===== config.mk =====
export PLATFORM = sky130hd
export DESIGN_NAME = uart_dbg_cmd_parser
export DESIGN_NICKNAME = d
export VERILOG_FILES = /design/src/rtl/uart_dbg_pkg.sv /design/src/rtl/dbg_resp_shifter.sv /design/src/rtl/uart_dbg_cmd_parser.sv
export SDC_FILE = /design/constraint.sdc
export NUM_CORES = 1
export LEC_CHECK = 0
export BUFFER_PORTS_ARGS = -buffer_cell sky130_fd_sc_hd__buf_4
export CAP_MARGIN = 40
export CELL_PAD_IN_SITES_DETAIL_PLACEMENT = 1
export CELL_PAD_IN_SITES_GLOBAL_PLACEMENT = 2
export CORE_ASPECT_RATIO = 1.5
export CORE_MARGIN = 1.5
export CORE_UTILIZATION = 33
export CTS_CLUSTER_DIAMETER = 50
export DETAILED_ROUTE_END_ITERATION = 6
export PLACE_DENSITY_LB_ADDON = 0.1
export SKIP_LAST_GASP = 1
export SYNTH_ARGS = -nofsm -noshare
export SYNTH_HDL_FRONTEND = slang
export SYNTH_SLANG_ARGS = --single-unit

===== constraint.sdc =====
create_clock -name clk -period 2.1 [get_ports clk]
set_input_delay 0.105 -clock clk [delete_from_list [all_inputs] [get_ports clk]]
set_output_delay 0.105 -clock clk [all_outputs]
set_load 0.1 [all_outputs]

===== src/rtl/uart_dbg_pkg.sv =====
// Shared constants, header layout and FSM encoding for the UART debug
// command parser and its reply shifter.
package uart_dbg_pkg;

    localparam logic [7:0] ACK_BYTE = 8'hAA;
    localparam logic [7:0] NAK_BYTE = 8'hEE;

    localparam int HDR_RW     = 7;
    localparam int HDR_MEM    = 6;
    localparam int HDR_RSV_HI = 5;
    localparam int HDR_RSV_LO = 1;
    localparam int HDR_A8     = 0;

    localparam int RESP_W  = 42;
    localparam int ADDR_W  = 9;
    localparam int DATA_W  = 32;
    localparam int REPLY_W = 48;

    localparam logic [2:0] LEN_ONE  = 3'd1;
    localparam logic [2:0] LEN_RESP = 3'd6;

    typedef enum logic [2:0] {
        ST_HDR,
        ST_ADDR,
        ST_DATA,
        ST_ISSUE,
        ST_WAIT,
        ST_SEND
    } state_t;

    // Single-byte replies sit in the top byte so they leave first.
    function automatic logic [REPLY_W-1:0] single_byte(input logic [7:0] b);
        return {b, {(REPLY_W-8){1'b0}}};
    endfunction

endpackage


===== src/rtl/dbg_resp_shifter.sv =====
// Six-byte reply register: parallel load, then MSB-first byte stream
// over a valid/ready handshake.
module dbg_resp_shifter
    import uart_dbg_pkg::*;
(
    input  logic               clk,
    input  logic               reset,
    input  logic               load,
    input  logic [REPLY_W-1:0] load_data,
    input  logic [2:0]         load_len,
    output logic [7:0]         tx_byte,
    output logic               tx_valid,
    input  logic               tx_ready,
    output logic               done
);

    logic [REPLY_W-1:0] sr;
    logic [2:0]         left;
    logic               accept;

    assign tx_byte = sr[REPLY_W-1 -: 8];
    assign accept  = tx_valid & tx_ready;
    assign done    = accept & (left == 3'd1);

    always_ff @(posedge clk) begin
        if (!reset) begin
            sr       <= '0;
            left     <= '0;
            tx_valid <= 1'b0;
        end else if (load) begin
            sr       <= load_data;
            left     <= load_len;
            tx_valid <= (load_len != 3'd0);
        end else if (accept) begin
            sr   <= {sr[REPLY_W-9:0], 8'h00};
            left <= left - 3'd1;
            if (left == 3'd1) begin
                tx_valid <= 1'b0;
            end
        end
    end

endmodule


===== src/rtl/uart_dbg_cmd_parser.sv =====
// UART debug initiator: builds read/write frames from rx bytes, issues a
// one-cycle memory request and streams the ACK/NAK/read reply back.
module uart_dbg_cmd_parser
    import uart_dbg_pkg::*;
#(
    parameter int TIMEOUT = 16
) (
    input  logic              clk,
    input  logic              reset,
    input  logic [7:0]        rx_byte,
    input  logic              rx_valid,
    output logic [7:0]        tx_byte,
    output logic              tx_valid,
    input  logic              tx_ready,
    input  logic              cpu_enable,
    output logic              write_mem_req,
    output logic              target_mem_type,
    output logic [ADDR_W-1:0] target_addr,
    output logic [DATA_W-1:0] uart_rx_data_in,
    output logic              rw_flag,
    input  logic [RESP_W-1:0] resp_data,
    input  logic              resp_ready,
    output logic              busy,
    output logic              rx_drop
);

    localparam int TW = $clog2(TIMEOUT) + 1;
    // Reply load lags the decision by one edge, so expire one count early.
    localparam logic [TW-1:0] T_LAST = TW'(TIMEOUT - 2);

    state_t       state;
    logic         hdr_rw;
    logic         hdr_mem;
    logic         addr_hi;
    logic [7:0]   addr_lo;
    logic [23:0]  data_sr;
    logic [1:0]   byte_cnt;
    logic [TW-1:0] tcnt;

    logic               rsv_bad;
    logic               expired;
    logic               sh_load;
    logic [REPLY_W-1:0] sh_data;
    logic [2:0]         sh_len;
    logic               sh_done;

    assign rsv_bad = |rx_byte[HDR_RSV_HI:HDR_RSV_LO];
    assign expired = (tcnt == T_LAST);
    assign busy    = (state != ST_HDR);

    always_comb begin
        sh_load = 1'b0;
        sh_data = single_byte(NAK_BYTE);
        sh_len  = LEN_ONE;
        unique case (state)
            ST_HDR: begin
                if (rx_valid && rsv_bad) begin
                    sh_load = 1'b1;
                end
            end
            ST_ISSUE: begin
                if (!write_mem_req) begin
                    sh_load = 1'b1;
                end else if (hdr_rw) begin
                    sh_load = 1'b1;
                    sh_data = single_byte(ACK_BYTE);
                end
            end
            ST_WAIT: begin
                if (resp_ready) begin
                    sh_load = 1'b1;
                    sh_data = {{(REPLY_W-RESP_W){1'b0}}, resp_data};
                    sh_len  = LEN_RESP;
                end else if (expired) begin
                    sh_load = 1'b1;
                end
            end
            default: begin
            end
        endcase
    end

    always_ff @(posedge clk) begin
        if (!reset) begin
            state           <= ST_HDR;
            hdr_rw          <= 1'b0;
            hdr_mem         <= 1'b0;
            addr_hi         <= 1'b0;
            addr_lo         <= '0;
            data_sr         <= '0;
            byte_cnt        <= '0;
            tcnt            <= '0;
            write_mem_req   <= 1'b0;
            target_mem_type <= 1'b0;
            target_addr     <= '0;
            uart_rx_data_in <= '0;
            rw_flag         <= 1'b0;
            rx_drop         <= 1'b0;
        end else begin
            write_mem_req <= 1'b0;
            rx_drop       <= 1'b0;
            unique case (state)
                ST_HDR: begin
                    if (rx_valid) begin
                        if (rsv_bad) begin
                            state <= ST_SEND;
                        end else begin
                            hdr_rw  <= rx_byte[HDR_RW];
                            hdr_mem <= rx_byte[HDR_MEM];
                            addr_hi <= rx_byte[HDR_A8];
                            state   <= ST_ADDR;
                        end
                    end
                end
                ST_ADDR: begin
                    if (rx_valid) begin
                        addr_lo  <= rx_byte;
                        byte_cnt <= '0;
                        if (hdr_rw) begin
                            state <= ST_DATA;
                        end else begin
                            state         <= ST_ISSUE;
                            write_mem_req <= !cpu_enable;
                            if (!cpu_enable) begin
                                target_mem_type <= hdr_mem;
                                target_addr     <= {addr_hi, rx_byte};
                                rw_flag         <= 1'b0;
                            end
                        end
                    end
                end
                ST_DATA: begin
                    if (rx_valid) begin
                        data_sr  <= {data_sr[15:0], rx_byte};
                        byte_cnt <= byte_cnt + 2'd1;
                        if (byte_cnt == 2'd3) begin
                            state         <= ST_ISSUE;
                            write_mem_req <= !cpu_enable;
                            if (!cpu_enable) begin
                                target_mem_type <= hdr_mem;
                                target_addr     <= {addr_hi, addr_lo};
                                rw_flag         <= 1'b1;
                                uart_rx_data_in <= {data_sr, rx_byte};
                            end
                        end
                    end
                end
                ST_ISSUE: begin
                    tcnt  <= '0;
                    state <= (write_mem_req && !hdr_rw) ? ST_WAIT : ST_SEND;
                end
                ST_WAIT: begin
                    tcnt <= tcnt + 1'b1;
                    if (resp_ready || expired) begin
                        state <= ST_SEND;
                    end
                end
                ST_SEND: begin
                    if (sh_done) begin
                        state <= ST_HDR;
                    end
                end
                default: state <= ST_HDR;
            endcase
            if (rx_valid && (state == ST_ISSUE || state == ST_WAIT ||
                             state == ST_SEND)) begin
                rx_drop <= 1'b1;
            end
        end
    end

    dbg_resp_shifter u_shifter (
        .clk       (clk),
        .reset     (reset),
        .load      (sh_load),
        .load_data (sh_data),
        .load_len  (sh_len),
        .tx_byte   (tx_byte),
        .tx_valid  (tx_valid),
        .tx_ready  (tx_ready),
        .done      (sh_done)
    );

endmodule


======== Word level (Yosys, flattened, before mapping) ========
Cells that the tools add are included.
word-level totals
  register bits after elaboration ......... 142
  bits of input ports ..................... 56
  output and inout bits ................... 55
cells by class
  $add $sub $neg .......................... 3
  eq/ne operators ......................... 17
  multiplexer cells ....................... 59
  bitwise logic cells ..................... 4
  reduce and logical (&&, ||, !) cells .... 25
operator list
  kind                                           count
  2-to-1 mux 48 bit                              3
  one-hot mux 48 bit (2 select lines)            1
  2-to-1 mux 47 bit                              2
  2-to-1 mux 9 bit                               6
  2-to-1 mux 3 bit                               11
  2-to-1 mux 1 bit                               26
  inequality test 2 bit, second input constant   9
  one-hot mux 3 bit (6 select lines)             1
  one-hot mux 9 bit (2 select lines)             1
  one-hot mux 5 bit (2 select lines)             1
  nonzero test 2 bit                             4
  AND reduction 7 bit                            1
  == test 3 x 1 -> 1 bit, second input constant  2
  == test 3 x 2 -> 1 bit, second input constant  2
  == test 3 bit, second input constant           2
  one-hot mux 1 bit (2 select lines)             3
  AND reduction 2 bit                            3
  AND reduction 3 bit                            2
  AND reduction 6 bit                            1
  nonzero test 3 bit                             2
  adder 5 x 1 -> 5 bit, second input constant    1
  == test 5 x 4 -> 1 bit, second input constant  1
  AND reduction 5 bit                            1
  OR reduction 5 bit                             1
  other kinds (13)                               21

======== Logic depth before layout (Yosys ltp) ========
Gate-level depths: netlist of the first run.
  word-level depth ........................ 6
  mapped depth ............................ 7

======== Hierarchy ========
Synthesis of the first run repeated with hierarchy kept, for this count alone.
second synthesis, totals
  cell total of the unflattened synthesis .. 745
  area, all modules ....................... 6456.2 sq um
by module, submodules not included
  module               instances  cells an instance  area an instance (sq um)
  uart_dbg_cmd_parser  1          498                4127.7
  dbg_resp_shifter     1          247                2328.5

======== Least setup slack after synthesis of the first run ========
OpenSTA, ideal clock, no wires.
  path kind ............................... reg2reg
  start point ............................. register u_shifter.tx_valid
  end point ............................... register u_shifter.sr[35]
  library setup time ...................... 0.124 ns
  arrival ................................. 2.017 ns
  setup slack ............................. -0.040 ns
  cell stages (with the launch flop) ...... 6
  buffers on the path ..................... 2
  path through ............................ dfxtp_1 > and2_1 > buf_2 > buf_1 > mux2i_1 > o21ai_0
on the way
  longest elaborated chain between the ends .. 2
ends and longest elaborated chain
  what                          line                    RTL
  from (decl)                   dbg_resp_shifter.sv:12  output logic tx_valid,
  from (signal assigned)        dbg_resp_shifter.sv:33  tx_valid <= (load_len != 3'd0);
  AND 1 bit                     dbg_resp_shifter.sv:22  assign accept = tx_valid & tx_ready;
  nonzero test 2 bit (no line)  --
  to (signal assigned)          dbg_resp_shifter.sv:31  sr <= load_data;
  to (signal assigned)          dbg_resp_shifter.sv:35  sr <= {sr[REPLY_W-9:0], 8'h00};
  to (decl)                     dbg_resp_shifter.sv:17  logic [REPLY_W-1:0] sr;
No other way between the ends.
A chain may end at the register's enable or synchronous reset.

======== Worst setup path in the final report of the first run ========
  start point ............................. input port rx_byte[3]
  end point ............................... register u_shifter.sr[41]
on the way
  longest elaborated chain between the ends .. 5
  elaborated cells on any way between the ends .. 6
  those cells by class .................... mux (3); reduce/logical (3)
ends and longest elaborated chain
  what                                                     line                       RTL
  from (decl)                                              uart_dbg_cmd_parser.sv:10  input logic [7:0] rx_byte,
  OR reduction 5 bit *                                     uart_dbg_cmd_parser.sv:47  assign rsv_bad = |rx_byte[HDR_RSV_HI:HDR_RSV_LO];
  logical AND 1 bit *                                      uart_dbg_cmd_parser.sv:57  if (rx_valid && rsv_bad) begin
  2-to-1 mux 1 bit *                                       uart_dbg_cmd_parser.sv:57
  one-hot mux 1 bit (3 select lines) *                     uart_dbg_cmd_parser.sv:55  unique case (state)
  2-to-1 mux 48 bit or nonzero test 2 bit (tied branches)  --
Every way passes the cells marked *; elsewhere a longest branch is shown, timed or not.

==> impl_metrics.env, run 1 <==
export IMPL_synth_edf_count=0
export IMPL_setup_viol=0
export IMPL_synthSimpleGateAreaFrac=0.191
export IMPL_synth_adder_area_share=0.0105
export IMPL_grt_max_degree=48
export IMPL_synthXorXnorAreaFrac=0.00294
export IMPL_syn_avg_cell_area_um2=8.96
export IMPL_synthCells=665
export IMPL_slew_headroom=0.663
export IMPL_cts_sinks=142
export IMPL_path_max_fanout=5
export IMPL_cp_required_ns=2.39
export IMPL_rows=60
export IMPL_routabilityCongestion=0.761
export IMPL_cpPeakStageDelay_ns=0.57
export IMPL_async_reset_ff_frac=0
export IMPL_leakage_nw=3.28
export IMPL_cts_tree="yes"
export IMPL_drive_above_1_share=0.220
export IMPL_rsz0062_at_grt="false"
export IMPL_dieWidth_um=113
export IMPL_pre_cts_slack_ns=0.167
export IMPL_area_growth_pct=36.0
export IMPL_layout_nets=868
export IMPL_skew_ns=0.00810
export IMPL_yosys_top_cells_area="dfxtp_1 48%, nand2_1 12%, mux2i_1 7.7%, a21boi_0 7.6%, o21ai_0 2.9%"
export IMPL_path_clk_slew_ns=0.06
export IMPL_portBuffers=110
export IMPL_initial_core_util=0.335
export IMPL_yosys_warnings=0
export IMPL_antenna_found_initial=0
export IMPL_post_cts_buffers=0
export IMPL_root_buffer="clkbuf_16"
export IMPL_ant_nets=0
export IMPL_drc=0
export IMPL_synth_compound_gate_area_share=0.191
export IMPL_worst_pin_slew_ns=0.499
export IMPL_yosysSeqAreaShare=0.477
export IMPL_gr_total_overflow=0
export IMPL_worstSetupEndpointType="register"
export IMPL_drt_initial_drc_count=133
export IMPL_status="finished, final reports clean"
export IMPL_coreArea_mm2=0.0178
export IMPL_finalInstanceArea_mm2=0.00811
export IMPL_grt_pass1_wl_mm=26.4
export IMPL_dieArea_mm2=0.0189
export IMPL_synth_largest_area_cell="dfxtp_1"
export IMPL_crit_chain="dlygate4sd3_1 -> buf_4 -> or4_4 -> o21ba_2 -> a2111oi_0 -> o2bb2ai_1"
export IMPL_slew_viol_final=0
export IMPL_htreeDepth=4
export IMPL_wire_per_inst_um=15.6
export IMPL_start_kind="primary input"
export IMPL_nFillCells=2027
export IMPL_viasPerCell=4.87
export IMPL_vias=5055
export IMPL_crit_type="primary input to register"
export IMPL_dr_pass1_iters=4
export IMPL_fin_tns_setup_ns=0
export IMPL_dpl_cell_area_mm2=0.00700
export IMPL_slowest_stage="or4_4"
export IMPL_hpwl_mm=11.4
export IMPL_synth_seq_cells=142
export IMPL_fin_crit_sh=0.919
export IMPL_hp_class="primary input to register"
export IMPL_fmax_mhz=518
export IMPL_yosys_area_top_type_share=0.477
export IMPL_power_density_mw_per_mm2=883
export IMPL_syn_area_mm2=0.00596
export IMPL_synth_top_family_by_area="compound AO/OA/AOI/OAI gates"
export IMPL_synth_nets=726
export IMPL_worstSkewPairLatency_ns=0.42
export IMPL_io_pins=111
export IMPL_first_global_vias=5295
export IMPL_drv_cap=0
export IMPL_clockBufferDepth=2
export IMPL_diodes=0
export IMPL_die_y_um=168
export IMPL_synth_distinct_cells=56
export IMPL_worst_slack_ns=0.170
export IMPL_routed_wl_mm=16.2
export IMPL_cp_data_arrival_time_ns=2.22
export IMPL_min_period_ns=1.93
export IMPL_finalHoldViolations=0
export IMPL_numCtsBuffers=17
export IMPL_ys_flop_type="dfxtp_1"
export IMPL_yosys_mux_area_fraction=0.0772
export IMPL_vdd_drop_max_v=0.000366
export IMPL_track_usage=0.177
[sequential cells by signal, indices dropped and copies added, names as in the netlist]
signal / count
hdr_mem: 1
target_mem_type: 1
u_shifter.tx_valid: 1
write_mem_req: 1
rx_drop: 1
tcnt: 5
hdr_rw: 1
rw_flag: 1
u_shifter.sr: 48
u_shifter.left: 3
target_addr: 9
uart_rx_data_in: 32
byte_cnt: 2
state: 3
data_sr: 24
addr_hi: 1
addr_lo: 8
[synthesized netlist by cell type (6+ instances only)]
master	n
nand2_1	190
dfxtp_1	142
a21boi_0	60
mux2i_1	46
o21ai_0	34
clkbuf_1	30
a21oi_1	13
buf_2	12
buf_4	11
o21ai_1	11
a21boi_1	9
a32o_1	8
inv_1	8
o211a_1	8
and3_1	6
nor2b_1	6
[path summary, 6_finish.rpt]
path	start	end	slack, ns	depth (start not counted)
hold reg to reg	data_sr[18]	uart_rx_data_in[26]	0.46	2
setup / recovery	rx_byte[3]	u_shifter.sr[41]	0.17	6
hold / removal	rx_byte[4]	data_sr[4]	0.01	3
setup reg to reg	state[0]	u_shifter.sr[4]	0.28	4
[worst max-delay path: cells and delay by family]
kind / cells / cell delay (ns)
buffers and inverters: 2 / 0.71
AOI/OAI and AO/OA: 3 / 0.83
and+or+nand+nor: 1 / 0.57
[kinds of logic (layout without fill, tap and decap cells)]
kind of cell    count (synthesis)  after routing
buf+inv                        64            219
xor+xnor                        2              2
fa+ha+maj                       5              5
flops                         142            142
mux                            46             46
compound gates                162            162
simple gates                  244            244
[timing repair]
action / 4_1_cts / 5_1_grt
gates resized for setup: 0 / 1
endpoints found under the setup margin: 0 / 1
hold endpoints to repair: 58 / 0
hold buffers: 48 / 0
[per-stage QoR]
step,power [mW],hold WS [ns],utilization,instances
after floorplan,3.69,0.214,-,665
after global placement,3.99,0.301,0.394,957
after detailed placement,4.01,0.307,0.394,957
after CTS,7.27,0.00204,0.456,1037
after global routing,7.47,0.0125,0.456,1037
final,7.16,0.0147,0.456,1037
[where the power goes]
part	switching, mW	internal (mW)	total, mW
clock	1.18	1.97	3.16
combinational	0.688	0.425	1.11
sequential	0.0909	2.80	2.89
[final cells by class]
class,instances,area [um^2],share of cell area
flip-flops and latches,142,2850,0.351
multi-input cells,459,2840,0.350
repair buffers,179,1500,0.185
clock buffers,20,467,0.0576
well taps,217,272,0.0335
clock inverters,12,156,0.0193
inverters,8,30.0,0.00370
[routing by layer]
| metal | part of all wire | up-vias | wire (um) | GRT usage |
|---|---|---|---|---|
| met5 | 0 | - | 0 | 0 |
| met4 | 0.016 | 0 | 258 | 0.0589 |
| met3 | 0.031 | 14 | 507 | 0.0376 |
| met2 | 0.55 | 86 | 8830 | 0.341 |
| met1 | 0.41 | 2407 | 6560 | 0.186 |
| li1 | - | 2548 | - | - |
[layout by cell type (no fill, tap or decap), types with 9 or more instances in the layout]
cell type	n
a21boi_0	60
a21boi_1	9
a21oi_1	13
buf_4	128
clkbuf_16	17
dfxtp_1	140
dlygate4sd3_1	48
mux2i_1	46
nand2_1	189
o21ai_0	34
o21ai_1	11
Note: power is estimated with default switching activity, not from simulation.
==> inputs of run 2 (changes only) <==
--- a/config.mk
+++ b/config.mk
@@ -5,6 +5,7 @@
 export SDC_FILE = /design/constraint.sdc
 export NUM_CORES = 1
 export LEC_CHECK = 0
+export ABC_CLOCK_PERIOD_IN_PS = 2100
 export BUFFER_PORTS_ARGS = -buffer_cell sky130_fd_sc_hd__buf_4
 export CAP_MARGIN = 40
 export CELL_PAD_IN_SITES_DETAIL_PLACEMENT = 1
@@ -15,6 +16,7 @@
 export CTS_CLUSTER_DIAMETER = 50
 export DETAILED_ROUTE_END_ITERATION = 6
 export PLACE_DENSITY_LB_ADDON = 0.1
+export RECOVER_POWER = 100
 export SKIP_LAST_GASP = 1
 export SYNTH_ARGS = -nofsm -noshare
 export SYNTH_HDL_FRONTEND = slang
==> impl_metrics.env, run 2 (synthesis results as in run 1) <==
export IMPL_initial_core_util=0.335
export IMPL_viasPerCell=4.89
export IMPL_vias=5076
export IMPL_vdd_drop_max_v=0.000365
export IMPL_diodes=0
export IMPL_cts_sinks=142
export IMPL_grt_max_degree=48
export IMPL_worstSetupStartpoint="rx_byte[3]"
export IMPL_ant_nets=0
export IMPL_dieArea_mm2=0.0189
export IMPL_drv_cap=0
export IMPL_dr_pass1_iters=4
export IMPL_layout_nets=868
export IMPL_setup_worst_path_end="addr_hi"
export IMPL_finalHoldViolations=0
export IMPL_start_kind="primary input"
export IMPL_io_pins=111
export IMPL_coreArea_mm2=0.0178
export IMPL_dp_cells=957
export IMPL_numCtsBuffers=17
export IMPL_min_period_ns=1.93
export IMPL_drt_initial_drc_count=126
export IMPL_portBuffers=110
export IMPL_hold_ws_ns=0.0160
export IMPL_wire_per_inst_um=15.6
export IMPL_routed_wl_mm=16.2
export IMPL_switchingPower_mw=1.96
export IMPL_gr_total_overflow=0
export IMPL_grt_pass1_wl_mm=26.4
export IMPL_power_density_mw_per_mm2=904
export IMPL_fin_util=0.443
export IMPL_status="finished, final reports clean"
export IMPL_fin_crit_sh=0.921
export IMPL_htreeDepth=4
export IMPL_track_usage=0.177
export IMPL_skew_ns=0.00869
export IMPL_regToRegSetupSlack_ns=0.17
export IMPL_stdcell_count=1037
export IMPL_worstReg2RegEnd="addr_hi"
export IMPL_drive_above_1_share=0.151
export IMPL_root_buffer="clkbuf_16"
export IMPL_leakage_nw=3.04
export IMPL_pre_cts_slack_ns=0.167
export IMPL_rsz0062_at_grt="false"
export IMPL_finalPower_mw=7.12
export IMPL_fin_tns_setup_ns=0
export IMPL_final_common_cell="nand2_1"
export IMPL_worstRegToRegCells=4
export IMPL_rows=60
export IMPL_antenna_found_initial=0
export IMPL_p_int_mw=5.16
export IMPL_worst_slack_ns=0.167
export IMPL_slew_headroom=0.206
export IMPL_clockBufferDepth=2
export IMPL_fmax_mhz=517
export IMPL_largest_reg_flops=48
export IMPL_crit_type="primary input to register"
export IMPL_final_cell_mix="189 x nand2_1, 140 x dfxtp_1, 70 x buf_4"
export IMPL_drc=0
export IMPL_swShare=0.275
export IMPL_routabilityCongestion=0.761
export IMPL_top_regs="u_shifter.sr (48), uart_rx_data_in (32), data_sr (24)"
export IMPL_worstSkewPairLatency_ns=0.42
export IMPL_top_register="u_shifter.sr"
export IMPL_nFillCells=2062
export IMPL_die_y_um=168
export IMPL_worstSetupEndpointType="register"
export IMPL_dpl_cell_area_mm2=0.00700
export IMPL_p_seq_frac=0.406
export IMPL_cp_data_arrival_time_ns=2.24
export IMPL_slew_viol_final=0
export IMPL_worst_hold_path_num_cells=3
export IMPL_dieWidth_um=113
export IMPL_regToRegStartpoint="state[0]"
export IMPL_finalInstanceArea_mm2=0.00788
export IMPL_p_comb_frac=0.150
export IMPL_worst_pin_slew_ns=1.20
export IMPL_path_max_fanout=5
export IMPL_cp_required_ns=2.41
export IMPL_area_growth_pct=32.1
export IMPL_path_clk_slew_ns=0.06
export IMPL_cts_tree="yes"
export IMPL_hp_class="primary input to register"
export IMPL_setup_viol=0
export IMPL_hpwl_mm=11.4
export IMPL_clkPwrFrac=0.443
export IMPL_first_global_vias=5295
## run 2: cell types whose count changed in the layout (fill, tap and decap cells not counted), sizes merged
cell / previous run / this run
clkbuf: 20 / 78
buf: 131 / 73
## run 2: how the worst min path moves through the flow
stage	startpoint	to
2_1_floorplan	resp_data[11]	u_shifter.sr[11]
3_3_place_gp	resp_data[11]	u_shifter.sr[11]
3_5_place_dp	resp_data[21]	u_shifter.sr[21]
4_1_cts	rx_byte[4]	data_sr[4]
5_1_grt	rx_byte[4]	data_sr[4]
6_report	rx_byte[4]	data_sr[4]
## run 2: metal layers
metal  GRT usage  part of all wire  vias up
met5           0                 0        -
met4      0.0589             0.021        0
met3      0.0376             0.036       17
met2       0.341              0.54       95
met1       0.186              0.40     2416
li1            -                 -     2548
## run 2: timing repair
item                                   CTS  global route
hold buffers                            48             0
setup buffers                            0             0
resized for setup                        0             1
setup endpoints to repair                0             1
endpoints found under the hold margin   58             0
## run 2: critical path: stages
cell and delay (ns):
dlygate4sd3_1 0.54, buf_4 0.17, or4_4 0.56, nor3_1 0.53, mux2i_1 0.26, nor2b_1 0.06
## run 2: power by group through the flow
stage / clock network [mW] / registers, mW / logic [mW]
after floorplan: 0 / 3.01 / 0.681
after global placement: 0 / 2.95 / 1.04
after detailed placement: 0 / 2.95 / 1.05
after CTS: 3.25 / 2.89 / 1.13
after global routing: 3.37 / 2.91 / 1.15
final: 3.15 / 2.89 / 1.07
## run 2: layout make-up
cell class | instances | area (um^2) | area share
tap | 217 | 272 | 0.0345
multi-input combinational | 459 | 2820 | 0.357
inverter | 8 | 30.0 | 0.00381
timing repair buffer | 179 | 1290 | 0.164
clock inverter | 12 | 156 | 0.0199
sequential | 142 | 2850 | 0.361
clock buffer | 20 | 467 | 0.0593
